===== config.mk =====
export PLATFORM = sky130hd
export DESIGN_NAME = lsu_mem_ctrl
export DESIGN_NICKNAME = d
export VERILOG_FILES = /design/src/rtl/lsu_mem_ctrl.sv
export SDC_FILE = /design/constraint.sdc
export NUM_CORES = 1
export LEC_CHECK = 0
export CORE_ASPECT_RATIO = 0.5
export CORE_MARGIN = 3
export CORE_UTILIZATION = 45
export DETAILED_ROUTE_END_ITERATION = 6
export PLACE_DENSITY = 0.86
export REMOVE_ABC_BUFFERS = 1
export SKIP_LAST_GASP = 1
export SYNTH_ARGS = -nofsm -noshare
export SYNTH_HDL_FRONTEND = slang
export SYNTH_SLANG_ARGS = --single-unit

===== constraint.sdc =====
create_clock -name clk -period 3.4 [get_ports clk]
set_input_delay 0.34 -clock clk [delete_from_list [all_inputs] [get_ports clk]]
set_output_delay 0.34 -clock clk [all_outputs]
set_load 0.02 [all_outputs]

===== src/rtl/lsu_mem_ctrl.sv =====
// lsu_mem_ctrl: LSU data-memory initiator. It takes one load/store at a
// time and drives the byte-lane RAM port. Misaligned H/W accesses become
// LBU/SB byte beats. Load data comes back reassembled and extended.
// Optional macro MISALIGN_TRAP_EN: misaligned H/W requests are not split.
// They return resp_err instead.
// Ports: clk, rst (sync, active-high); req_* valid/ready request in;
// resp_* valid/ready response out; mem_* RAM port (rdata is combinational).
module lsu_mem_ctrl #(
  parameter int ADDR_W = 32,
  parameter int DATA_W = 32
) (
  input  logic              clk,
  input  logic              rst,
  input  logic              req_valid,
  output logic              req_ready,
  input  logic              req_we,
  input  logic [2:0]        req_func3,
  input  logic [ADDR_W-1:0] req_addr,
  input  logic [DATA_W-1:0] req_wdata,
  output logic              resp_valid,
  input  logic              resp_ready,
  output logic [DATA_W-1:0] resp_data,
  output logic              resp_err,
  output logic              mem_we,
  output logic [2:0]        mem_func3,
  output logic [ADDR_W-1:0] mem_address,
  output logic [DATA_W-1:0] mem_wdata,
  input  logic [DATA_W-1:0] mem_rdata
);

  typedef enum logic [1:0] {
    IDLE,
    ACCESS,
    RESP
  } state_t;

  state_t state, state_nx;

  logic              r_we;
  logic [2:0]        r_func3;
  logic [ADDR_W-1:0] r_addr;
  logic [DATA_W-1:0] r_wdata;
  logic [DATA_W-1:0] data_q;
  logic              err_q;

  logic illegal;
  logic misal;
  logic reject;
  logic last_beat;

  assign illegal = (req_func3[1:0] == 2'b11)
                 | (req_we & req_func3[2]);
  assign misal = ((req_func3[1:0] == 2'b01) & req_addr[0])
               | ((req_func3[1:0] == 2'b10) & (|req_addr[1:0]));

`ifdef MISALIGN_TRAP_EN
  assign reject    = illegal | misal;
  assign last_beat = 1'b1;
`else
  logic              split_q;
  logic [1:0]        cnt;
  logic [1:0]        last;
  logic [23:0]       buf_q;
  logic [7:0]        wbyte;
  logic [DATA_W-1:0] asm_data;

  assign reject    = illegal;
  assign last_beat = !split_q || (cnt == last);

  always_comb begin
    unique case (cnt)
      2'd0:    wbyte = r_wdata[7:0];
      2'd1:    wbyte = r_wdata[15:8];
      2'd2:    wbyte = r_wdata[23:16];
      default: wbyte = r_wdata[31:24];
    endcase
  end

  // The final byte arrives on mem_rdata during the last beat. It is
  // merged here so the result lands in data_q on that same edge.
  always_comb begin
    if (last == 2'd1)
      asm_data = {{16{~r_func3[2] & mem_rdata[7]}},
                  mem_rdata[7:0], buf_q[7:0]};
    else
      asm_data = {mem_rdata[7:0], buf_q};
  end
`endif

  always_ff @(posedge clk) begin
    if (rst) state <= IDLE;
    else     state <= state_nx;
  end

  always_comb begin
    state_nx = state;
    unique case (state)
      IDLE:    if (req_valid) state_nx = reject ? RESP : ACCESS;
      ACCESS:  if (last_beat) state_nx = RESP;
      RESP:    if (resp_ready) state_nx = IDLE;
      default: state_nx = IDLE;
    endcase
  end

  always_comb begin
    req_ready   = (state == IDLE);
    resp_valid  = (state == RESP);
    resp_data   = data_q;
    resp_err    = err_q;
    mem_we      = 1'b0;
    mem_func3   = '0;
    mem_address = '0;
    mem_wdata   = '0;
    if (state == ACCESS) begin
      // A reset edge that lands on a store beat must not commit it.
      mem_we = r_we & ~rst;
`ifdef MISALIGN_TRAP_EN
      mem_address = r_addr;
      mem_func3   = r_func3;
      mem_wdata   = r_wdata;
`else
      if (split_q) begin
        mem_address = r_addr + ADDR_W'(cnt);
        mem_func3   = 3'b100;
        mem_wdata   = {{(DATA_W-8){1'b0}}, wbyte};
      end else begin
        mem_address = r_addr;
        mem_func3   = r_func3;
        mem_wdata   = r_wdata;
      end
`endif
    end
  end

  always_ff @(posedge clk) begin
    if (rst) begin
      r_we    <= 1'b0;
      r_func3 <= '0;
      r_addr  <= '0;
      r_wdata <= '0;
      data_q  <= '0;
      err_q   <= 1'b0;
`ifndef MISALIGN_TRAP_EN
      split_q <= 1'b0;
      cnt     <= '0;
      last    <= '0;
      buf_q   <= '0;
`endif
    end else begin
      unique case (state)
        IDLE: begin
          if (req_valid) begin
            r_we    <= req_we;
            r_func3 <= req_func3;
            r_addr  <= req_addr;
            r_wdata <= req_wdata;
            data_q  <= '0;
            err_q   <= reject;
`ifndef MISALIGN_TRAP_EN
            split_q <= misal;
            cnt     <= '0;
            last    <= req_func3[1] ? 2'd3 : 2'd1;
`endif
          end
        end
        ACCESS: begin
`ifdef MISALIGN_TRAP_EN
          if (!r_we) data_q <= mem_rdata;
`else
          if (!split_q) begin
            if (!r_we) data_q <= mem_rdata;
          end else begin
            cnt <= cnt + 2'd1;
            if (!r_we) begin
              unique case (cnt)
                2'd0:    buf_q[7:0]   <= mem_rdata[7:0];
                2'd1:    buf_q[15:8]  <= mem_rdata[7:0];
                2'd2:    buf_q[23:16] <= mem_rdata[7:0];
                default: ;
              endcase
              if (cnt == last) data_q <= asm_data;
            end
          end
`endif
        end
        default: ;
      endcase
    end
  end

endmodule


=== Yosys cells after proc, flatten, opt, wreduce, memory -nomap -nowiden ===
Cells that the tools add are included.

* Equal/unequal tests: 15
* Multiplexer cells: 24
* Bitwise gates (word level): 10
* Reductions and logical operators: 13
* $add $sub $neg: 2

{| class="wikitable"
|+ Operators by type and width
! operator !! number
|-
| 32-bit two-way mux || 10
|-
| 32-bit one-hot mux with 2 select lines || 1
|-
| 32-bit by 2-bit adder with 32-bit output || 1
|-
| 8-bit one-hot mux with 3 select lines || 1
|-
| 4-bit AND reduction || 4
|-
| 2-bit two-way mux || 7
|-
| 2-bit by 1-bit equality test with 1-bit output, second input constant || 4
|-
| 2-bit equality test, second input constant || 4
|-
| 2-bit != test, second input constant || 4
|-
| 3-bit two-way mux || 2
|-
| 2-bit one-hot mux with 3 select lines || 1
|-
| 3-bit AND reduction || 2
|-
| 1-bit bitwise AND || 5
|-
| 2-bit logical NOT || 2
|-
| 2-bit one-hot mux with 2 select lines || 1
|-
| 3-bit != test, second input constant || 1
|-
| 1-bit inverter || 3
|-
| 2-bit by 1-bit adder with 2-bit output, second input constant || 1
|-
| 2-bit equality test || 1
|-
| 2-bit by 1-bit != test with 1-bit output, second input constant || 1
|-
| 1-bit OR || 2
|-
| 2-bit AND reduction || 1
|-
| 2-bit nonzero test || 1
|-
| 2-bit OR reduction || 1
|-
| 3 further kinds || 3
|}

* Input port bits: 104
* Bits in registers: 132

=== Depth between registers and ports, before layout ===
* Word-level depth: 7
* Depth in mapped cells: 8

=== Worst setup path before layout ===
OpenSTA, ideal clock, no wires.

* Kind: reg2out
* Start: reg cnt[0]
* End: out mem_address[28]
* Setup slack: 526 ps
* Path buffers: 0
* Arrival: 2534 ps
* Required time: 3060 ps
* Stages on the path, launching flop included: 8
* Cells stage by stage: dfxtp_1 ha_1 inv_1 fa_1 nand4b_1 nor3_1 nand4_1 mux2i_1

* Longest elaborated chain between the ends: 3

{| class="wikitable"
|+ Ends and longest elaborated chain
! item !! line !! source
|-
| from (decl) || 61 || <nowiki>logic [1:0] cnt;</nowiki>
|-
| from (signal assigned) || 173 || <nowiki>cnt <= cnt + 2'd1;</nowiki>
|-
| 32-bit by 2-bit adder with 32-bit output || 123 || <nowiki>mem_address = r_addr + ADDR_W'(cnt);</nowiki>
|-
| 32-bit two-way mux || 122 || <nowiki>if (split_q) begin</nowiki>
|-
| 32-bit two-way mux || 114 || <nowiki>if (state == ACCESS) begin</nowiki>
|-
| to (decl) || 26 || <nowiki>output logic [ADDR_W-1:0] mem_address,</nowiki>
|}

Every way passes these cells.

=== Final worst setup path ===
* Start: reg r_addr[0]
* End: out mem_address[30]

* Longest elaborated chain between the ends: 3

{| class="wikitable"
|+ Ends and longest elaborated chain
! item !! line !! source
|-
| from (decl) || 41 || <nowiki>logic [ADDR_W-1:0] r_addr;</nowiki>
|-
| from (signal assigned) || 155 || <nowiki>r_addr <= req_addr;</nowiki>
|-
| 32-bit by 2-bit adder with 32-bit output || 123 ||
|-
| 32-bit two-way mux || 122 ||
|-
| 32-bit two-way mux || 114 ||
|}

Every way passes these cells.

==> results.sh <==
export IMPL_die_w_um=176
export IMPL_antenna_found_initial=0
export IMPL_multi_input_area_um2=3610
export IMPL_period_needed_ns=3.29
export IMPL_vias=6902
export IMPL_track_usage=0.255
export IMPL_fin_cells=1242
export IMPL_placed_cell_area_um2=8690
export IMPL_rsz0062_at_grt="false"
export IMPL_drc=0
export IMPL_p_int_mw=3.05
export IMPL_clk_insertion_delay_late_ns=0.41
export IMPL_relSlewSlack=0.235
export IMPL_ctsHoldBuffers=0
export IMPL_wl_per_cell_um=16.7
export IMPL_ys_top_cells_by_area="dfxtp_1 (41%), nand2_1 (12%), a21oi_1 (9.0%)"
export IMPL_fillers=1143
export IMPL_cts_buffers=17
export IMPL_areaGrowthSynthToFinish_pct=44.2
export IMPL_ir_drop_mv=0.376
export IMPL_syn_area_um2=6470
export IMPL_register_area_um2=2630
export IMPL_ios=207
export IMPL_p_sw_mw=1.15
export IMPL_synth_top_area_cell="dfxtp_1"
export IMPL_root_buffer="clkbuf_16"
export IMPL_path_max_fanout=10
export IMPL_p_leak_nw=3.36
export IMPL_p_sw_frac=0.273
export IMPL_final_hold_viol_count=0
export IMPL_portBuffers=206
export IMPL_yosysUniqueCellTypes=51
export IMPL_gp_congestion=0.819
export IMPL_drv_slew=0
export IMPL_fin_util=0.675
export IMPL_ys_seq_elements=131
export IMPL_tritoncts="done"
export IMPL_place_inst=1210
export IMPL_clock_sinks=131
export IMPL_drive_above_1_share=0.0648
export IMPL_yosysSeqAreaShare=0.406
export IMPL_vias_per_cell=5.56
export IMPL_arrival_ns=2.95
export IMPL_grt_max_degree=86
export IMPL_die_area_um2=15900
export IMPL_period_share=0.968
export IMPL_nets=1148
export IMPL_worst_slew_pin_slew_ns=1.15
export IMPL_cts_repair_resized=9
export IMPL_h_tree_depth=4
export IMPL_finalClockSkew_ns=0.0117
export IMPL_setup_viol=0
export IMPL_power_frac_seq=0.403
export IMPL_drt_total_wl_um=20700
export IMPL_status="finished clean"
export IMPL_fin_ws_ns=0.109
export IMPL_yosys_top_cells_count="nand2_1 (209), dfxtp_1 (131), a21oi_1 (116), nor2_1 (59), clkbuf_1 (53)"
export IMPL_avgSynthCellArea_um2=7.52
export IMPL_post_place_ws_ns=0.309
export IMPL_ys_flop_type="dfxtp_1"
export IMPL_grt_pass1_vias=6834
export IMPL_fmax_mhz=304
export IMPL_cts_setup_buffers=0
export IMPL_p_per_area_nw_per_um2=451
export IMPL_stdcell_area_um2=9330
export IMPL_overflow=0
export IMPL_antenna_cells=0
export IMPL_crit_required_ns=3.06
export IMPL_drtPass1Iterations=5
export IMPL_cp_start_kind="register"
export IMPL_synth_top_area_share=0.406
export IMPL_yosysWarnings=0
export IMPL_clockBufferDepth=2
export IMPL_yosysMostFrequentCell="nand2_1"
export IMPL_worstSetupPathType="register to primary output"
export IMPL_die_h_um=90.8
export IMPL_start_util=0.468
export IMPL_ant_nets=0
export IMPL_combPwrFrac=0.144
export IMPL_syn_instance_count=860
export IMPL_synth_edf_count=0
export IMPL_fin_hold_ws_ns=0.277
export IMPL_core_um2=13800
export IMPL_endpoint_kind="primary output"
export IMPL_dp_hpwl_um=14200
export IMPL_holdCritPathClass="input port to register"
export IMPL_clk_pin_slew_ns=0.06
export IMPL_grt_pass1_wl_um=33500
export IMPL_synthArstFlopShare=0
export IMPL_drtIter0Drc=547
export IMPL_num_rows=30
export IMPL_clkPwrFrac=0.454
export IMPL_maxCapViolCount=0
[state kept, by name (all words and copies together), names as in the netlist]
name / cells
r_addr: 32
resp_data: 32
r_func3: 3
r_we: 1
cnt: 2
buf_q: 24
last: 1
r_wdata: 32
state: 2
resp_err: 1
split_q: 1
[placed cells by master (no fill, tap or decap), drive strengths merged, types with 15 or more instances in the layout]
| cell type | instances |
|---|---|
| nand3 | 33 |
| and2 | 28 |
| dfxtp | 131 |
| a22oi | 17 |
| buf | 20 |
| nand2 | 210 |
| a21oi | 116 |
| clkdlybuf4s50 | 193 |
| nor3 | 15 |
| clkbuf | 19 |
| mux2i | 16 |
| o21ai | 16 |
| nor2 | 59 |
[stage by stage]
step	setup TNS (ns)	power, mW
2_1_floorplan	-124.76	2.01
3_3_place_gp	0	2.30
3_5_place_dp	0	2.32
4_1_cts	0	4.22
5_1_grt	0	4.36
6_report	0	4.20
[cells by family (layout without fill, tap and decap cells)]
logic type	count (synthesis)	in the layout	synth area share
AND/OR/NAND/NOR	407	407	0.291
AO/OA/AOI/OAI	212	212	0.203
multiplexers	16	16	0.0248
buffers and inverters	74	264	0.0437
adder cells (fa/ha/maj)	7	7	0.0147
XOR/XNOR	13	13	0.0176
flip-flops	131	131	0.406
[power groups by stage]
stage | sequential (mW) | combinational (mW) | clock, mW
finish | 1.69 | 0.603 | 1.91
global route | 1.70 | 0.660 | 2.00
CTS | 1.69 | 0.601 | 1.93
detailed placement | 1.72 | 0.598 | 0
global placement | 1.72 | 0.587 | 0
floorplan | 1.73 | 0.277 | 0
[area by class of cell]
| cell class | count | share of cell area |
|---|---|---|
| Clock buffer | 18 | 0.0460 |
| Clock inverter | 14 | 0.0191 |
| Inverter | 7 | 0.00282 |
| Multi-Input combinational cell | 655 | 0.387 |
| Sequential cell | 131 | 0.281 |
| Tap cell | 192 | 0.0258 |
| Timing Repair Buffer | 225 | 0.238 |
[critical path, cell delays in order, from the launching register on]
cell,delay [ns]
dfxtp_1,0.37
ha_1,0.20
inv_1,0.06
fa_1,0.46
nand4b_1,0.22
buf_4,0.19
nor3_1,0.22
buf_4,0.20
a31oi_1,0.09
a41o_1,0.22
dlygate4sd2_1,0.32
[final timing paths]
kind	end	slack (ns)	depth (start not counted)	startpoint
max	mem_address[30]	0.11	10	r_addr[0]
min	last[0]	0.28	2	rst
max reg2reg	resp_data[30]	0.85	6	split_q
min reg2reg	r_wdata[7]	0.45	2	r_wdata[7]
[layer usage]
metal	GRT usage	vias up	routed length, um
li1	-	3352	-
met1	0.314	3254	8680
met2	0.444	258	10300
met3	0.0437	38	1210
met4	0.108	0	516
met5	0	-	0
No activity file was read; power rests on OpenSTA's default activity.
